## src/rtl/ddr_pkg.sv

```systemverilog
// Shared constants for the DDR hit-judge slice: judgement encoding, lane
// indices, FSM states and the score ceiling.
package ddr_pkg;

  localparam logic [1:0] JUDGE_NONE    = 2'd0;
  localparam logic [1:0] JUDGE_MISS    = 2'd1;
  localparam logic [1:0] JUDGE_GOOD    = 2'd2;
  localparam logic [1:0] JUDGE_PERFECT = 2'd3;

  localparam int LANE_U = 3;
  localparam int LANE_D = 2;
  localparam int LANE_L = 1;
  localparam int LANE_R = 0;

  localparam int SCORE_MAX_DFLT = 9999;

  typedef enum logic [1:0] {
    IDLE = 2'd0,
    PLAY = 2'd1,
    HOLD = 2'd2
  } state_t;

  // Score multiplier from the combo count held before this cycle's update.
  function automatic logic [7:0] combo_mult(input logic [7:0] combo,
                                            input int step,
                                            input int max_mult);
    int m;
    m = 1 + int'(combo) / step;
    if (m > max_mult) m = max_mult;
    return 8'(m);
  endfunction

endpackage

```

## src/rtl/hit_judge_lane_classify.sv

```systemverilog
// One lane of the hit judge: rising-edge detect on the debounced button and
// the first pipeline stage that classifies a press as PERFECT, GOOD or MISS.
import ddr_pkg::*;

module lane_classify (
  input  logic       clk,
  input  logic       rst_n,
  input  logic       btn,
  input  logic       in_zone,
  input  logic       perfect,
  input  logic       enable,
  output logic       press,
  output logic [1:0] result,
  output logic       hit_clear
);

  logic btn_q;

  assign press = btn & ~btn_q;

  // Edge register plus stage-1 judgement; zone flags are taken in the press cycle.
  always_ff @(posedge clk) begin
    if (!rst_n) begin
      btn_q     <= 1'b0;
      result    <= JUDGE_NONE;
      hit_clear <= 1'b0;
    end else begin
      btn_q     <= btn;
      result    <= JUDGE_NONE;
      hit_clear <= 1'b0;
      if (enable && press) begin
        if (perfect) begin
          result    <= JUDGE_PERFECT;
          hit_clear <= 1'b1;
        end else if (in_zone) begin
          result    <= JUDGE_GOOD;
          hit_clear <= 1'b1;
        end else begin
          result    <= JUDGE_MISS;
        end
      end
    end
  end

endmodule

```

## src/rtl/hit_judge.sv

```systemverilog
// Hit judge for the DDR game: judges presses against arrows in the target
// zone, keeps score and combo, and sequences IDLE / PLAY / HOLD.
// Optional build macro HIT_JUDGE_MISS_PENALTY_EN: each bad-press MISS takes
// one point off the score (floored at 0); without it score never decreases.
import ddr_pkg::*;

module hit_judge #(
  parameter int PERFECT_PTS = 2,
  parameter int GOOD_PTS    = 1,
  parameter int COMBO_STEP  = 10,
  parameter int MAX_MULT    = 4,
  parameter int SCORE_MAX   = SCORE_MAX_DFLT
) (
  input  logic        clk,
  input  logic        rst_n,
  input  logic [3:0]  btn,
  input  logic [3:0]  arrow_in_zone,
  input  logic [3:0]  arrow_perfect,
  input  logic [3:0]  arrow_missed,
  input  logic        game_over,
  output logic [3:0]  hit_clear,
  output logic [1:0]  judge,
  output logic [15:0] score,
  output logic [7:0]  combo,
  output logic        playing
);

  state_t      state;
  logic [3:0]  press;
  logic [1:0]  result [4];
  logic        stage1_en;
  logic        missed_q;
  logic        any_press;

  logic [7:0]  base;
  logic [3:0]  n_hits;
  logic [3:0]  n_miss;
  logic        any_good;
  logic        any_miss;
  logic [7:0]  mult;
  logic [15:0] delta;
  logic [16:0] sum;
  logic [16:0] sum_adj;
  logic [8:0]  combo_sum;
  logic [15:0] score_next;
  logic [7:0]  combo_next;
  logic [1:0]  judge_next;

  // Presses only count while playing; game_over in the same cycle wins.
  assign stage1_en = (state == PLAY) && !game_over;
  assign any_press = |press;

  for (genvar i = 0; i < 4; i++) begin : g_lane
    lane_classify u_lane (
      .clk       (clk),
      .rst_n     (rst_n),
      .btn       (btn[i]),
      .in_zone   (arrow_in_zone[i]),
      .perfect   (arrow_perfect[i]),
      .enable    (stage1_en),
      .press     (press[i]),
      .result    (result[i]),
      .hit_clear (hit_clear[i])
    );
  end

  // Arrow-missed pulses ride stage 1 so they combine with presses of the same cycle.
  always_ff @(posedge clk) begin
    if (!rst_n) missed_q <= 1'b0;
    else        missed_q <= stage1_en && (|arrow_missed);
  end

  // Stage-2 arithmetic: base points, multiplier, clamped score and combo.
  always_comb begin
    base     = 8'd0;
    n_hits   = 4'd0;
    n_miss   = 4'd0;
    any_good = 1'b0;
    for (int i = 0; i < 4; i++) begin
      case (result[i])
        JUDGE_PERFECT: begin
          base   = base + 8'(PERFECT_PTS);
          n_hits = n_hits + 4'd1;
        end
        JUDGE_GOOD: begin
          base     = base + 8'(GOOD_PTS);
          n_hits   = n_hits + 4'd1;
          any_good = 1'b1;
        end
        JUDGE_MISS: n_miss = n_miss + 4'd1;
        default: ;
      endcase
    end

    any_miss = (n_miss != 4'd0) || missed_q;
    mult     = combo_mult(combo, COMBO_STEP, MAX_MULT);
    delta    = 16'(base) * 16'(mult);
    sum      = {1'b0, score} + {1'b0, delta};

`ifdef HIT_JUDGE_MISS_PENALTY_EN
    if (sum < 17'(n_miss)) sum_adj = 17'd0;
    else                   sum_adj = sum - 17'(n_miss);
`else
    sum_adj = sum;
`endif

    if (sum_adj > 17'(SCORE_MAX)) score_next = 16'(SCORE_MAX);
    else                          score_next = sum_adj[15:0];

    combo_sum = {1'b0, combo} + 9'(n_hits);
    if (any_miss)                combo_next = 8'd0;
    else if (combo_sum > 9'd255) combo_next = 8'd255;
    else                         combo_next = combo_sum[7:0];

    if (any_miss)           judge_next = JUDGE_MISS;
    else if (any_good)      judge_next = JUDGE_GOOD;
    else if (n_hits != 4'd0) judge_next = JUDGE_PERFECT;
    else                    judge_next = judge;
  end

  // Game FSM with registered score, combo, judge and playing outputs.
  always_ff @(posedge clk) begin
    if (!rst_n) begin
      state   <= IDLE;
      playing <= 1'b0;
      score   <= 16'd0;
      combo   <= 8'd0;
      judge   <= JUDGE_NONE;
    end else begin
      case (state)
        IDLE: begin
          if (any_press) begin
            state   <= PLAY;
            playing <= 1'b1;
          end
        end
        PLAY: begin
          score <= score_next;
          combo <= combo_next;
          judge <= judge_next;
          if (game_over) begin
            state   <= HOLD;
            playing <= 1'b0;
          end
        end
        HOLD: begin
          if (any_press) begin
            state <= IDLE;
            score <= 16'd0;
            combo <= 8'd0;
            judge <= JUDGE_NONE;
          end
        end
        default: begin
          state   <= IDLE;
          playing <= 1'b0;
        end
      endcase
    end
  end

endmodule
```

## config.mk

```make
export PLATFORM = sky130hd
export DESIGN_NAME = hit_judge
export DESIGN_NICKNAME = d
export VERILOG_FILES = /design/src/rtl/ddr_pkg.sv /design/src/rtl/hit_judge_lane_classify.sv /design/src/rtl/hit_judge.sv
export SDC_FILE = /design/constraint.sdc
export NUM_CORES = 1
export LEC_CHECK = 0
export BUFFER_PORTS_ARGS = -buffer_cell sky130_fd_sc_hd__buf_2
export CORE_ASPECT_RATIO = 1.75
export CORE_UTILIZATION = 30
export CTS_CLUSTER_DIAMETER = 200
export DETAILED_ROUTE_END_ITERATION = 10
export PLACE_DENSITY = 0.43
export SLEW_MARGIN = 30
export SYNTH_ARGS = -nofsm -noshare
export SYNTH_HDL_FRONTEND = slang
export SYNTH_SLANG_ARGS = --single-unit
```

## constraint.sdc

```tcl
create_clock -name clk -period 17.91 [get_ports clk]
set_clock_uncertainty 0.15 [all_clocks]
set_input_delay 3.582 -clock clk [delete_from_list [all_inputs] [get_ports clk]]
set_output_delay 3.582 -clock clk [all_outputs]
set_load 0.05 [all_outputs]
```

==> impl_results.html <==
<table>
<tr><th>Metric</th><th>Value</th></tr>
<tr><th colspan="2">Outcome</th></tr>
<tr><td>Status</td><td>finished clean</td></tr>
<tr><th colspan="2">Timing</th></tr>
<tr><td>Max-slew violation total from the final report</td><td>0</td></tr>
<tr><td>Time the final worst path needs with I/O delays and setup</td><td>9830 ps</td></tr>
<tr><td>Least-Margin Pin Slew</td><td>929 ps</td></tr>
<tr><td>Slew headroom</td><td>38.0%</td></tr>
<tr><td>Fin Hold WS</td><td>346 ps</td></tr>
<tr><td>Hold violation total from the final report</td><td>0</td></tr>
<tr><td>Final TNS setup</td><td>0 ps</td></tr>
<tr><td>Period Utilization, post-route</td><td>54.9%</td></tr>
<tr><td>Setup-failing EPs final</td><td>0</td></tr>
<tr><td>Setup repair after global routing missed its margin</td><td>no</td></tr>
<tr><td>Timing-limited maximum frequency</td><td>102 MHz</td></tr>
<tr><th colspan="2">Yosys</th></tr>
<tr><td>Number of distinct library cell variants in the gate-level netlist after synthesis</td><td>83</td></tr>
<tr><td>Total standard cell area after synthesis</td><td>5080 sq um</td></tr>
<tr><td>Number of enable-type register cells in the synthesized netlist</td><td>0</td></tr>
<tr><td>Average instance area after synthesis</td><td>7.93 sq um</td></tr>
<tr><td>FF+latch count, synth</td><td>42</td></tr>
<tr><td>Gate count after technology mapping</td><td>640</td></tr>
<tr><td>Warnings, synthesis</td><td>0</td></tr>
<tr><td>Most used flip-flop cell after synthesis</td><td>sky130_fd_sc_hd__dfxtp_1</td></tr>
<tr><td>Share of async-settable or async-resettable flops after synthesis</td><td>0%</td></tr>
<tr><td>Sequential area share after synthesis</td><td>16.6%</td></tr>
<tr><th colspan="2">Global route</th></tr>
<tr><td>Number of global-route vias before repair</td><td>4534</td></tr>
<tr><td>GRT Total Usage</td><td>16.6%</td></tr>
<tr><td>Total grt overflow</td><td>0</td></tr>
<tr><td>Number of antenna violations at the first check in global routing</td><td>0</td></tr>
<tr><td>Largest net degree at the start of global routing</td><td>36</td></tr>
<tr><td>Global-route wire length before repair</td><td>22800 um</td></tr>
<tr><th colspan="2">Clock tree</th></tr>
<tr><td>Clock buffers created by TritonCTS</td><td>5</td></tr>
<tr><td>Clock root buffer master</td><td>sky130_fd_sc_hd__clkbuf_16</td></tr>
<tr><td>Level count of the clock H-tree</td><td>2</td></tr>
<tr><td>Post-cts sizing count</td><td>0</td></tr>
<tr><td>Register clock-pin slew on the reported worst setup and hold paths</td><td>60 ps</td></tr>
<tr><td>TritonCTS clock tree</td><td>done</td></tr>
<tr><td>Number of clock sinks</td><td>42</td></tr>
<tr><td>Hold buffers post-CTS</td><td>0</td></tr>
<tr><td>Clock latency of the later-clocked register in the worst-skew pair</td><td>290 ps</td></tr>
<tr><td>Number of buffers on the longest clock path</td><td>2</td></tr>
<tr><td>Post-CTS setup repair buffer count</td><td>0</td></tr>
<tr><th colspan="2">Pwr</th></tr>
<tr><td>Leakage power of the design</td><td>2.62 nW</td></tr>
<tr><td>Worst voltage drop across the vdd grid</td><td>0.0851 mV</td></tr>
<tr><td>Total power divided by cell area</td><td>87.9 nW/um^2</td></tr>
<tr><th colspan="2">Setup path</th></tr>
<tr><td>Critical path's largest stage delay</td><td>930 ps</td></tr>
<tr><td>Cell family contributing the most delay on the critical path</td><td>compound AO/OA/AOI/OAI gates</td></tr>
<tr><td>Cell with the biggest individual delay on the critical path</td><td>sky130_fd_sc_hd__dfxtp_1</td></tr>
<tr><td>WP buf/inv</td><td>4</td></tr>
<tr><td>Arrival time at the worst endpoint</td><td>9910 ps</td></tr>
<tr><td>Category of the critical setup timing path</td><td>reg2reg</td></tr>
<tr><td>Endpoint kind of the worst setup timing path</td><td>flip-flop</td></tr>
<tr><td>Crit Path Max Fanout</td><td>28</td></tr>
<tr><td>Critical Path RT</td><td>17990 ps</td></tr>
<tr><td>CP Launch Type</td><td>flip-flop</td></tr>
<tr><th colspan="2">Finish</th></tr>
<tr><td>Area growth, synth to finish</td><td>11.8%</td></tr>
<tr><td>Number of fill cells in the layout</td><td>1817</td></tr>
<tr><td>Non-filler cells in the finished layout</td><td>900</td></tr>
<tr><td>Area of all placed cells without fillers</td><td>5670 sq um</td></tr>
<tr><td>Number of nets at the end of the flow</td><td>769</td></tr>
<tr><td>Ant diodes</td><td>0</td></tr>
<tr><td>Layout cells sized above 1</td><td>12.0%</td></tr>
<tr><th colspan="2">Detailed routing</th></tr>
<tr><td>Routed Antenna Nets</td><td>0</td></tr>
<tr><td>Routed Wire Length</td><td>14200 um</td></tr>
<tr><td>DRC Markers</td><td>0</td></tr>
<tr><td>Via count of the routed design</td><td>4601</td></tr>
<tr><td>Number of iterations in the first detailed-routing pass</td><td>4</td></tr>
<tr><td>Routed vias/inst</td><td>5.11</td></tr>
<tr><td>First DRT Iteration DRCs</td><td>204</td></tr>
<tr><td>Routed length per placed instance</td><td>15.8 um</td></tr>
<tr><th colspan="2">Placed design</th></tr>
<tr><td>Post-detailed-placement cell area</td><td>5490 sq um</td></tr>
<tr><td>Number of placed cells counting well taps</td><td>893</td></tr>
<tr><td>Total of buffers placed on input and output ports</td><td>49</td></tr>
<tr><td>Routability cong.</td><td>0.835</td></tr>
<tr><td>Post-detailed-placement half-perimeter wirelength</td><td>11400 um</td></tr>
<tr><th colspan="2">Floorplan</th></tr>
<tr><td>DIE HEIGHT</td><td>174 um</td></tr>
<tr><td>Number of rows in the core area</td><td>62</td></tr>
<tr><td>Floorplan die width</td><td>100 um</td></tr>
<tr><td>IO Count</td><td>50</td></tr>
<tr><td>Placeable core area</td><td>16400 sq um</td></tr>
<tr><td>Initial Utilization</td><td>30.9%</td></tr>
<tr><td>Full die area</td><td>17500 sq um</td></tr>
<tr><th colspan="2">Job</th></tr>
<tr><td>Max-capacitance violation count</td><td>0</td></tr>
<tr><th colspan="2">Worst hold path</th></tr>
<tr><td>Type of the worst min-delay path</td><td>reg2reg</td></tr>
</table>
## registers in the layout, summed over array words and instances (netlist names)
signal,cells
combo,8
g_lane.u_lane.btn_q,4
g_lane.u_lane.hit_clear,4
g_lane.u_lane.result,4
judge,2
missed_q,1
playing,1
score,16
state,2
## routing by layer
layer	vias to the layer above	GRT usage, %	routed length, um
li1	2303	-	-
met1	2169	16.9	5270
met2	100	32.3	7960
met3	29	1.49	387
met4	0	8.39	607
met5	-	0	0
## cell usage after synthesis, types with 5 or more instances
cell type / count / area [sq um]
sky130_fd_sc_hd__a21o_1: 9 / 67.6
sky130_fd_sc_hd__dfxtp_1: 42 / 841
sky130_fd_sc_hd__nand2_1: 38 / 143
sky130_fd_sc_hd__nand3_1: 13 / 65.1
sky130_fd_sc_hd__nand3b_1: 5 / 37.5
sky130_fd_sc_hd__and3_1: 7 / 43.8
sky130_fd_sc_hd__xor2_1: 11 / 96.3
sky130_fd_sc_hd__a31oi_1: 13 / 81.3
sky130_fd_sc_hd__xnor2_1: 15 / 131
sky130_fd_sc_hd__o22ai_1: 5 / 31.3
sky130_fd_sc_hd__nand2b_1: 19 / 119
sky130_fd_sc_hd__o31ai_1: 5 / 37.5
sky130_fd_sc_hd__clkbuf_1: 18 / 67.6
sky130_fd_sc_hd__o211ai_1: 8 / 60.1
sky130_fd_sc_hd__nand4_1: 8 / 50.1
sky130_fd_sc_hd__a21boi_0: 6 / 45.0
sky130_fd_sc_hd__fa_1: 23 / 460
sky130_fd_sc_hd__mux2i_1: 8 / 80.1
sky130_fd_sc_hd__nor3b_1: 6 / 45.0
sky130_fd_sc_hd__a21oi_1: 47 / 235
sky130_fd_sc_hd__buf_2: 9 / 45.0
sky130_fd_sc_hd__nor2_1: 32 / 120
sky130_fd_sc_hd__inv_1: 76 / 285
sky130_fd_sc_hd__nor3_1: 16 / 80.1
sky130_fd_sc_hd__buf_4: 7 / 52.6
sky130_fd_sc_hd__ha_1: 51 / 638
sky130_fd_sc_hd__nor2b_1: 18 / 113
sky130_fd_sc_hd__and2_1: 10 / 62.6
sky130_fd_sc_hd__o21ai_0: 27 / 135
## power breakdown
part           total [W]  leakage (nW)  switching (W)  internal [W]
Combinational   0.000272          2.20       0.000173     0.0000991
Sequential      0.000121         0.342      0.0000153      0.000106
Clock           0.000105        0.0829      0.0000361     0.0000688
## tightest hold or removal path, stage by stage, from the launching register on
cell                      delay [ps]
sky130_fd_sc_hd__dfxtp_1         330
sky130_fd_sc_hd__nor2_1           50
sky130_fd_sc_hd__nor2_1           80
## layout make-up
class	instances	area (sq um)	area share, %
clock buffers	6	139	2.45
well taps	224	280	4.94
clock inverters	1	30.0	0.529
flip-flops and latches	42	841	14.8
repair buffers	51	260	4.59
multi-input cells	498	3830	67.5
inverters	78	293	5.16
## cell families (layout without fill, tap and decap cells)
group / Yosys count / after routing / share of synthesized area, %
AND/OR/NAND/NOR: 200 / 200 / 22.2
AO/OA/AOI/OAI: 173 / 173 / 23.7
XOR/XNOR: 26 / 26 / 4.49
adder cells (fa/ha/maj): 74 / 74 / 21.6
flip-flops: 42 / 42 / 16.6
buffers and inverters: 114 / 136 / 9.46
other: 2 / 16 / 0.148
multiplexers: 9 / 9 / 1.80
## metrics by stage
stage	util [%]	setup WS, ps	power [W]
detailed placement	33.4	8120	0.000398
floorplan	-	9350	0.000335
finish	34.5	8080	0.000499
global route	34.5	7330	0.000541
global placement	33.4	8430	0.000395
CTS	34.4	8110	0.000507
## layout by cell type (no fill, tap or decap), types with 18 or more instances in the layout
master,instances
sky130_fd_sc_hd__inv_1,76
sky130_fd_sc_hd__nor2b_1,18
sky130_fd_sc_hd__buf_2,49
sky130_fd_sc_hd__nand2_1,38
sky130_fd_sc_hd__ha_1,51
sky130_fd_sc_hd__nor2_1,32
sky130_fd_sc_hd__dfxtp_1,42
sky130_fd_sc_hd__a21oi_1,47
sky130_fd_sc_hd__fa_1,23
sky130_fd_sc_hd__nand2b_1,19
sky130_fd_sc_hd__o21ai_0,27
## final timing paths
| check | to | slack (ps) | cells after the start | from |
|---|---|---|---|---|
| max reg2reg | score[5] | 8080 | 32 | combo[5] |
| min reg2reg | playing | 350 | 2 | playing |
| min | playing | 350 | 2 | playing |
| max | score[5] | 8080 | 32 | combo[5] |
No activity file was read; power rests on OpenSTA's default activity.
